[config.mk]
export PLATFORM = sky130hd
export DESIGN_NAME = imem_loader
export DESIGN_NICKNAME = d
export VERILOG_FILES = /design/src/rtl/imem_loader.sv
export SDC_FILE = /design/constraint.sdc
export NUM_CORES = 1
export LEC_CHECK = 0
export BUFFER_PORTS_ARGS = -buffer_cell sky130_fd_sc_hd__buf_4
export CORE_MARGIN = 8
export CORE_UTILIZATION = 29
export DETAILED_ROUTE_END_ITERATION = 8
export PLACE_DENSITY_LB_ADDON = 0.08
export SLEW_MARGIN = 20
export SYNTH_ARGS = -nofsm -noshare
export SYNTH_HDL_FRONTEND = slang
export SYNTH_SLANG_ARGS = --single-unit
export TNS_END_PERCENT = 30
[constraint.sdc]
create_clock -name clk -period 2.7 [get_ports clk]
set_input_delay 0.405 -clock clk [delete_from_list [all_inputs] [get_ports clk]]
set_output_delay 0.405 -clock clk [all_outputs]
set_load 0.05 [all_outputs]
[src/rtl/imem_loader.sv]
// imem_loader: receives a framed byte image over the UART byte stream and
// writes it, one 32-bit little-endian word at a time, into instruction RAM.
// The frame is: 0xA5, N_lo, N_hi, 4*N payload bytes, then one XOR checksum byte.
// The CPU stays held in reset until a whole image has loaded and its
// checksum matches.
module imem_loader #(
  parameter int WIDTH   = 32,
  parameter int DEPTH   = 2048,
  parameter int TIMEOUT = 100000
) (
  input  logic             clk,
  input  logic             rst,
  input  logic [7:0]       rx_data,
  input  logic             rx_valid,
  output logic             rx_ready,
  input  logic             clear,
  output logic             mem_wen,
  output logic [WIDTH-1:0] mem_waddr,
  output logic [WIDTH-1:0] mem_wdata,
  output logic             cpu_hold,
  output logic             done,
  output logic             error
);

  localparam int TW = $clog2(TIMEOUT + 1);

  typedef enum logic [2:0] {
    ST_IDLE = 3'd0,
    ST_LEN0 = 3'd1,
    ST_LEN1 = 3'd2,
    ST_DATA = 3'd3,
    ST_CSUM = 3'd4,
    ST_DONE = 3'd5,
    ST_ERR  = 3'd6
  } state_t;

  state_t        state_r;
  state_t        state_s;
  logic          accept_s;
  logic          active_s;
  logic          tmo_hit_s;
  logic          word_done_s;
  logic [15:0]   n_s;
  logic [15:0]   n_r;
  logic [7:0]    n_lo_r;
  logic [15:0]   k_r;
  logic [1:0]    b_r;
  logic [7:0]    csum_r;
  logic [23:0]   word_r;
  logic [TW-1:0] tmo_r;

  // Running checksum step: XOR-accumulate one payload byte.
  function automatic logic [7:0] csum_step(input logic [7:0] acc, input logic [7:0] data);
    return acc ^ data;
  endfunction

  // Word count must be non-zero and must fit into the memory.
  function automatic logic len_ok(input logic [15:0] n);
    return (n != 16'd0) && ({1'b0, n} <= 17'(DEPTH));
  endfunction

  // Next-state decode, byte acceptance, idle timeout and write strobe.
  always_comb begin
    state_s     = state_r;
    accept_s    = rx_valid && rx_ready;
    n_s         = {rx_data, n_lo_r};
    active_s    = (state_r == ST_LEN0) || (state_r == ST_LEN1) ||
                  (state_r == ST_DATA) || (state_r == ST_CSUM);
    tmo_hit_s   = active_s && !accept_s && (tmo_r == TW'(TIMEOUT - 1));
    word_done_s = accept_s && (state_r == ST_DATA) && (b_r == 2'd3);
    case (state_r)
      ST_IDLE: begin
        if (accept_s && (rx_data == 8'hA5)) begin
          state_s = ST_LEN0;
        end else begin
          state_s = ST_IDLE;
        end
      end
      ST_LEN0: begin
        if (accept_s) begin
          state_s = ST_LEN1;
        end else if (tmo_hit_s) begin
          state_s = ST_ERR;
        end else begin
          state_s = ST_LEN0;
        end
      end
      ST_LEN1: begin
        if (accept_s) begin
          if (len_ok(n_s)) begin
            state_s = ST_DATA;
          end else begin
            state_s = ST_ERR;
          end
        end else if (tmo_hit_s) begin
          state_s = ST_ERR;
        end else begin
          state_s = ST_LEN1;
        end
      end
      ST_DATA: begin
        if (word_done_s && (k_r == (n_r - 16'd1))) begin
          state_s = ST_CSUM;
        end else if (tmo_hit_s) begin
          state_s = ST_ERR;
        end else begin
          state_s = ST_DATA;
        end
      end
      ST_CSUM: begin
        if (accept_s) begin
          if (rx_data == csum_r) begin
            state_s = ST_DONE;
          end else begin
            state_s = ST_ERR;
          end
        end else if (tmo_hit_s) begin
          state_s = ST_ERR;
        end else begin
          state_s = ST_CSUM;
        end
      end
      ST_DONE: begin
        if (clear) begin
          state_s = ST_IDLE;
        end else begin
          state_s = ST_DONE;
        end
      end
      ST_ERR: begin
        if (clear) begin
          state_s = ST_IDLE;
        end else begin
          state_s = ST_ERR;
        end
      end
      default: begin
        state_s = ST_IDLE;
      end
    endcase
  end

  // State register and status outputs, registered from the next state so they track it exactly.
  always_ff @(posedge clk) begin
    if (rst) begin
      state_r  <= ST_IDLE;
      rx_ready <= 1'b1;
      cpu_hold <= 1'b1;
      done     <= 1'b0;
      error    <= 1'b0;
    end else begin
      state_r  <= state_s;
      rx_ready <= (state_s != ST_DONE) && (state_s != ST_ERR);
      cpu_hold <= (state_s != ST_DONE);
      done     <= (state_s == ST_DONE);
      error    <= (state_s == ST_ERR);
    end
  end

  // Idle-cycle timer: cleared by any accepted byte, runs only while inside a frame.
  always_ff @(posedge clk) begin
    if (rst) begin
      tmo_r <= {TW{1'b0}};
    end else if (accept_s || !active_s) begin
      tmo_r <= {TW{1'b0}};
    end else begin
      tmo_r <= tmo_r + TW'(1);
    end
  end

  // Memory write port: one-cycle strobe; address and data hold between writes.
  always_ff @(posedge clk) begin
    if (rst) begin
      mem_wen   <= 1'b0;
      mem_waddr <= {WIDTH{1'b0}};
      mem_wdata <= {WIDTH{1'b0}};
    end else if (word_done_s) begin
      mem_wen   <= 1'b1;
      mem_waddr <= WIDTH'({k_r, 2'b00});
      mem_wdata <= WIDTH'({rx_data, word_r});
    end else begin
      mem_wen   <= 1'b0;
    end
  end

  // Frame datapath: length capture, word/byte indices, lane assembly and checksum.
  always_ff @(posedge clk) begin
    if (rst) begin
      n_lo_r <= 8'd0;
      n_r    <= 16'd0;
      k_r    <= 16'd0;
      b_r    <= 2'd0;
      csum_r <= 8'd0;
      word_r <= 24'd0;
    end else if (accept_s) begin
      case (state_r)
        ST_LEN0: begin
          n_lo_r <= rx_data;
        end
        ST_LEN1: begin
          n_r    <= n_s;
          k_r    <= 16'd0;
          b_r    <= 2'd0;
          csum_r <= 8'd0;
        end
        ST_DATA: begin
          csum_r <= csum_step(csum_r, rx_data);
          b_r    <= b_r + 2'd1;
          case (b_r)
            2'd0:    word_r[7:0]   <= rx_data;
            2'd1:    word_r[15:8]  <= rx_data;
            2'd2:    word_r[23:16] <= rx_data;
            default: k_r           <= k_r + 16'd1;
          endcase
        end
        default: begin
          n_lo_r <= n_lo_r;
        end
      endcase
    end else begin
      n_lo_r <= n_lo_r;
    end
  end

endmodule

==> metrics.yaml <==
status:
  status: "complete, but fails checks"
  failed_checks: "negative setup slack"
grt:
  grt_first_pass_wirelength_um: 30100
  grt_pass1_vias: 5603
  antenna_found_initial: 0
  grt_max_degree: 68
  gr-total-overflow: 0
  grt_usage_pct: 13.3
detailed_routing:
  ant_nets: 0
  wl_per_cell_um: 15.6
  drt_iter0_drc: 282
  drt_first_pass_iters: 5
  drt_wl_total_um: 18300
  vias_per_cell: 4.78
  drcViolationCount: 0
  num_vias: 5620
worst_setup_path:
  path_class: "reg -> reg"
  rr_worst_depth: 12
  start_kind: "flop"
  critical_path_depth: 12
  cp_top_family: "compound AO/OA/AOI/OAI gates"
  path_common_cell: "buf_4"
  required_ps: 2980
  cpPeakStageDelay_ps: 340
  cp.arrival_ps: 3010
  end_kind: "flop"
  slowest_stage: "nor3b_4"
  critPathMaxFanout: 6
  cp_cell_sequence: "buf_4 > inv_1 > ha_1 > nor3b_4 > buf_4 > nand3_1 > xnor2_1 > nand3_2 > a2111oi_4 > o2111ai_4 > a21oi_4 > a21oi_1"
  cp_num_buf_inv: 3
sta:
  drv_slew: 0
  final-setup-viol-count: 3
  hold_viol: 0
  timing.final.crit_period_ps: 2730
  rsz0062_at_grt: "yes"
  max_freq_ghz: 0.367
  worst_slack_ps: -25.5
  maxSlewHeadroom_pct: 56.1
  clock-skew-final_ps: 6.11
  hold_ws_ps: 344
  setup-tns-final_ps: -44.1
  worst_pin_slew_ps: 656
  post-route-period-util_pct: 101
yosys:
  synth_area_per_cell_um2: 8.01
  ys_warn_count: 0
  yosys-top-cells-area: "dfxtp_1 45%, nand2_1 11%, a21oi_1 8.6%, nand3_1 4.2%, xnor2_1 4.1%"
  ys_seq_elements: 147
  synth_cell_types: 60
  synth_edf_count: 0
  yosysTopAreaCell: "dfxtp_1"
  seq_area_frac_synth_pct: 44.7
  async_reset_ff_share_pct: 0
  synth_top_area_share_pct: 44.7
  synth_flop_cell: "dfxtp_1"
  syn_inst: 822
  netlist_area_um2: 6590
die:
  die_y_um: 167
  initial_core_util_pct: 29.4
  rows: 55
  die_w_um: 167
  dieArea_um2: 27800
  ios: 81
  core_um2: 22400
layout:
  nFillCells: 2406
  layout.nets: 898
  area_growth_pct: 20.5
  antenna_cells: 0
  drive_above_1_share_pct: 16.2
  design_area_um2: 7940
  post-route-util_pct: 35.4
cts:
  cts_root_buffer: "clkbuf_16"
  clock-sinks: 147
  worstSkewPairLatency_ps: 420
  numCtsBuffers: 17
  htree_num_levels: 4
  ctsHoldBuffers: 0
  clk_pin_slew_ps: 60
  cts_tree: "done"
  clockBufferDepth: 2
power_and_ir_drop:
  leakage_nw: 2.76
  power_density_nw_per_um2: 578
  ir_drop_mv: 0.344
placement:
  io_buffers: 64
  placed_area_um2: 7330
  place_ws_ps: -146
  dp_hpwl_um: 12900
  place_congestion: 0.884
hold_path:
  worstHoldPathCells: 3
  hp-class: "in -> reg"
run:
  maxCapViolations: 0
## report_power, final
part / switching [W] / internal [W]
Clock: 0.000940 / 0.00132
Sequential: 0.000000218 / 0.00217
Combinational: 0.000129 / 0.0000298
## worst paths after layout
path | start | endpoint | slack, ps
hold reg to reg | word_r[9] | mem_wdata[9] | 450
setup reg to reg | n_r[0] | rx_ready | -30
hold / removal | rx_data[7] | mem_wdata[31] | 340
setup / recovery | n_r[0] | rx_ready | -30
## Yosys cell counts, drive strengths merged (2+ instances only)
master	number
or4	4
nand2b	2
nand4b	3
a2111oi	3
nand2	188
o22ai	2
and3b	2
and3	6
buf	21
a22oi	2
o21ai	14
dfxtp	147
nor3	8
nor4	9
xor2	26
a21oi	114
nand4	9
a31o	2
inv	12
and2	3
clkbuf	49
nand3b	10
nor4b	4
o221ai	2
or3	3
xnor2	31
or2b	2
and2b	2
nand3	56
ha	8
o21a	2
nor2	60
## routing by layer
metal  track usage (%)  part of all wire, %
met1              15.9                   46
met2              23.2                   49
met3              3.17                  3.4
met4              4.07                  1.5
met5                 0                    0
## registers in the layout, indices dropped and copies added, names as in the netlist
register,flops
n_r,16
tmo_r,17
error,1
mem_waddr,16
mem_wen,1
rx_ready,1
cpu_hold,1
b_r,2
csum_r,8
n_lo_r,8
word_r,24
done,1
state_r,3
k_r,16
mem_wdata,32
## cell families (layout without fill, tap and decap cells)
group | Yosys count | count (layout) | share of synthesized area, %
AND/OR/NAND/NOR | 374 | 374 | 26.0
AO/OA/AOI/OAI | 151 | 151 | 13.4
flip-flops | 147 | 147 | 44.7
buffers and inverters | 83 | 137 | 6.61
XOR/XNOR | 57 | 57 | 7.58
adder cells (fa/ha/maj) | 8 | 8 | 1.52
other | 1 | 16 | 0.0569
multiplexers | 1 | 1 | 0.152
## area by class of cell
cell class                 count  area, um^2  area share (%)
tap                          285         357            4.49
multi-input combinational    607        3300            41.6
timing repair buffer          93         723            9.11
sequential                   147        2940            37.1
clock buffer                  21         460            5.80
clock inverter                11         104            1.31
inverter                      12        45.0           0.567
## worst reg2reg max path, delay by kind of cell, from the launching register on
kind            cells  cell delay, ps
simple gates        3             590
xor+xnor            1             300
buf+inv             3             380
flops               1             320
fa+ha+maj           1             180
compound gates      4             820
## layout by cell type, fill, tap and decap left out, types with 3 or more instances in the layout
cell type	instances
nand4b_1	3
nand3_1	54
conb_1	16
xnor2_1	31
dfxtp_1	146
o21ai_0	14
nand2_1	188
inv_1	12
a21oi_1	113
ha_1	8
nor4_1	9
clkbuf_16	17
clkinvlp_4	5
and3_1	6
xor2_1	26
nor4b_1	3
nor3_1	8
and2_1	3
buf_4	91
nand4_1	9
nand3b_1	10
nor2_1	59
## per-stage QoR
step / total power, W / instances
after detailed placement: 0.00238 / 1142
after global placement: 0.00238 / 1142
after global routing: 0.00476 / 1176
after floorplan: 0.00234 / 837
after CTS: 0.00466 / 1174
final: 0.00459 / 1176
## what timing repair did
action,4_1_cts,5_1_grt
pin swaps,0,2
gates cloned,0,0
endpoints found under the setup margin,6,6
setup buffers,0,2
gates resized for setup,4,1
No activity file was read; power rests on OpenSTA's default activity.
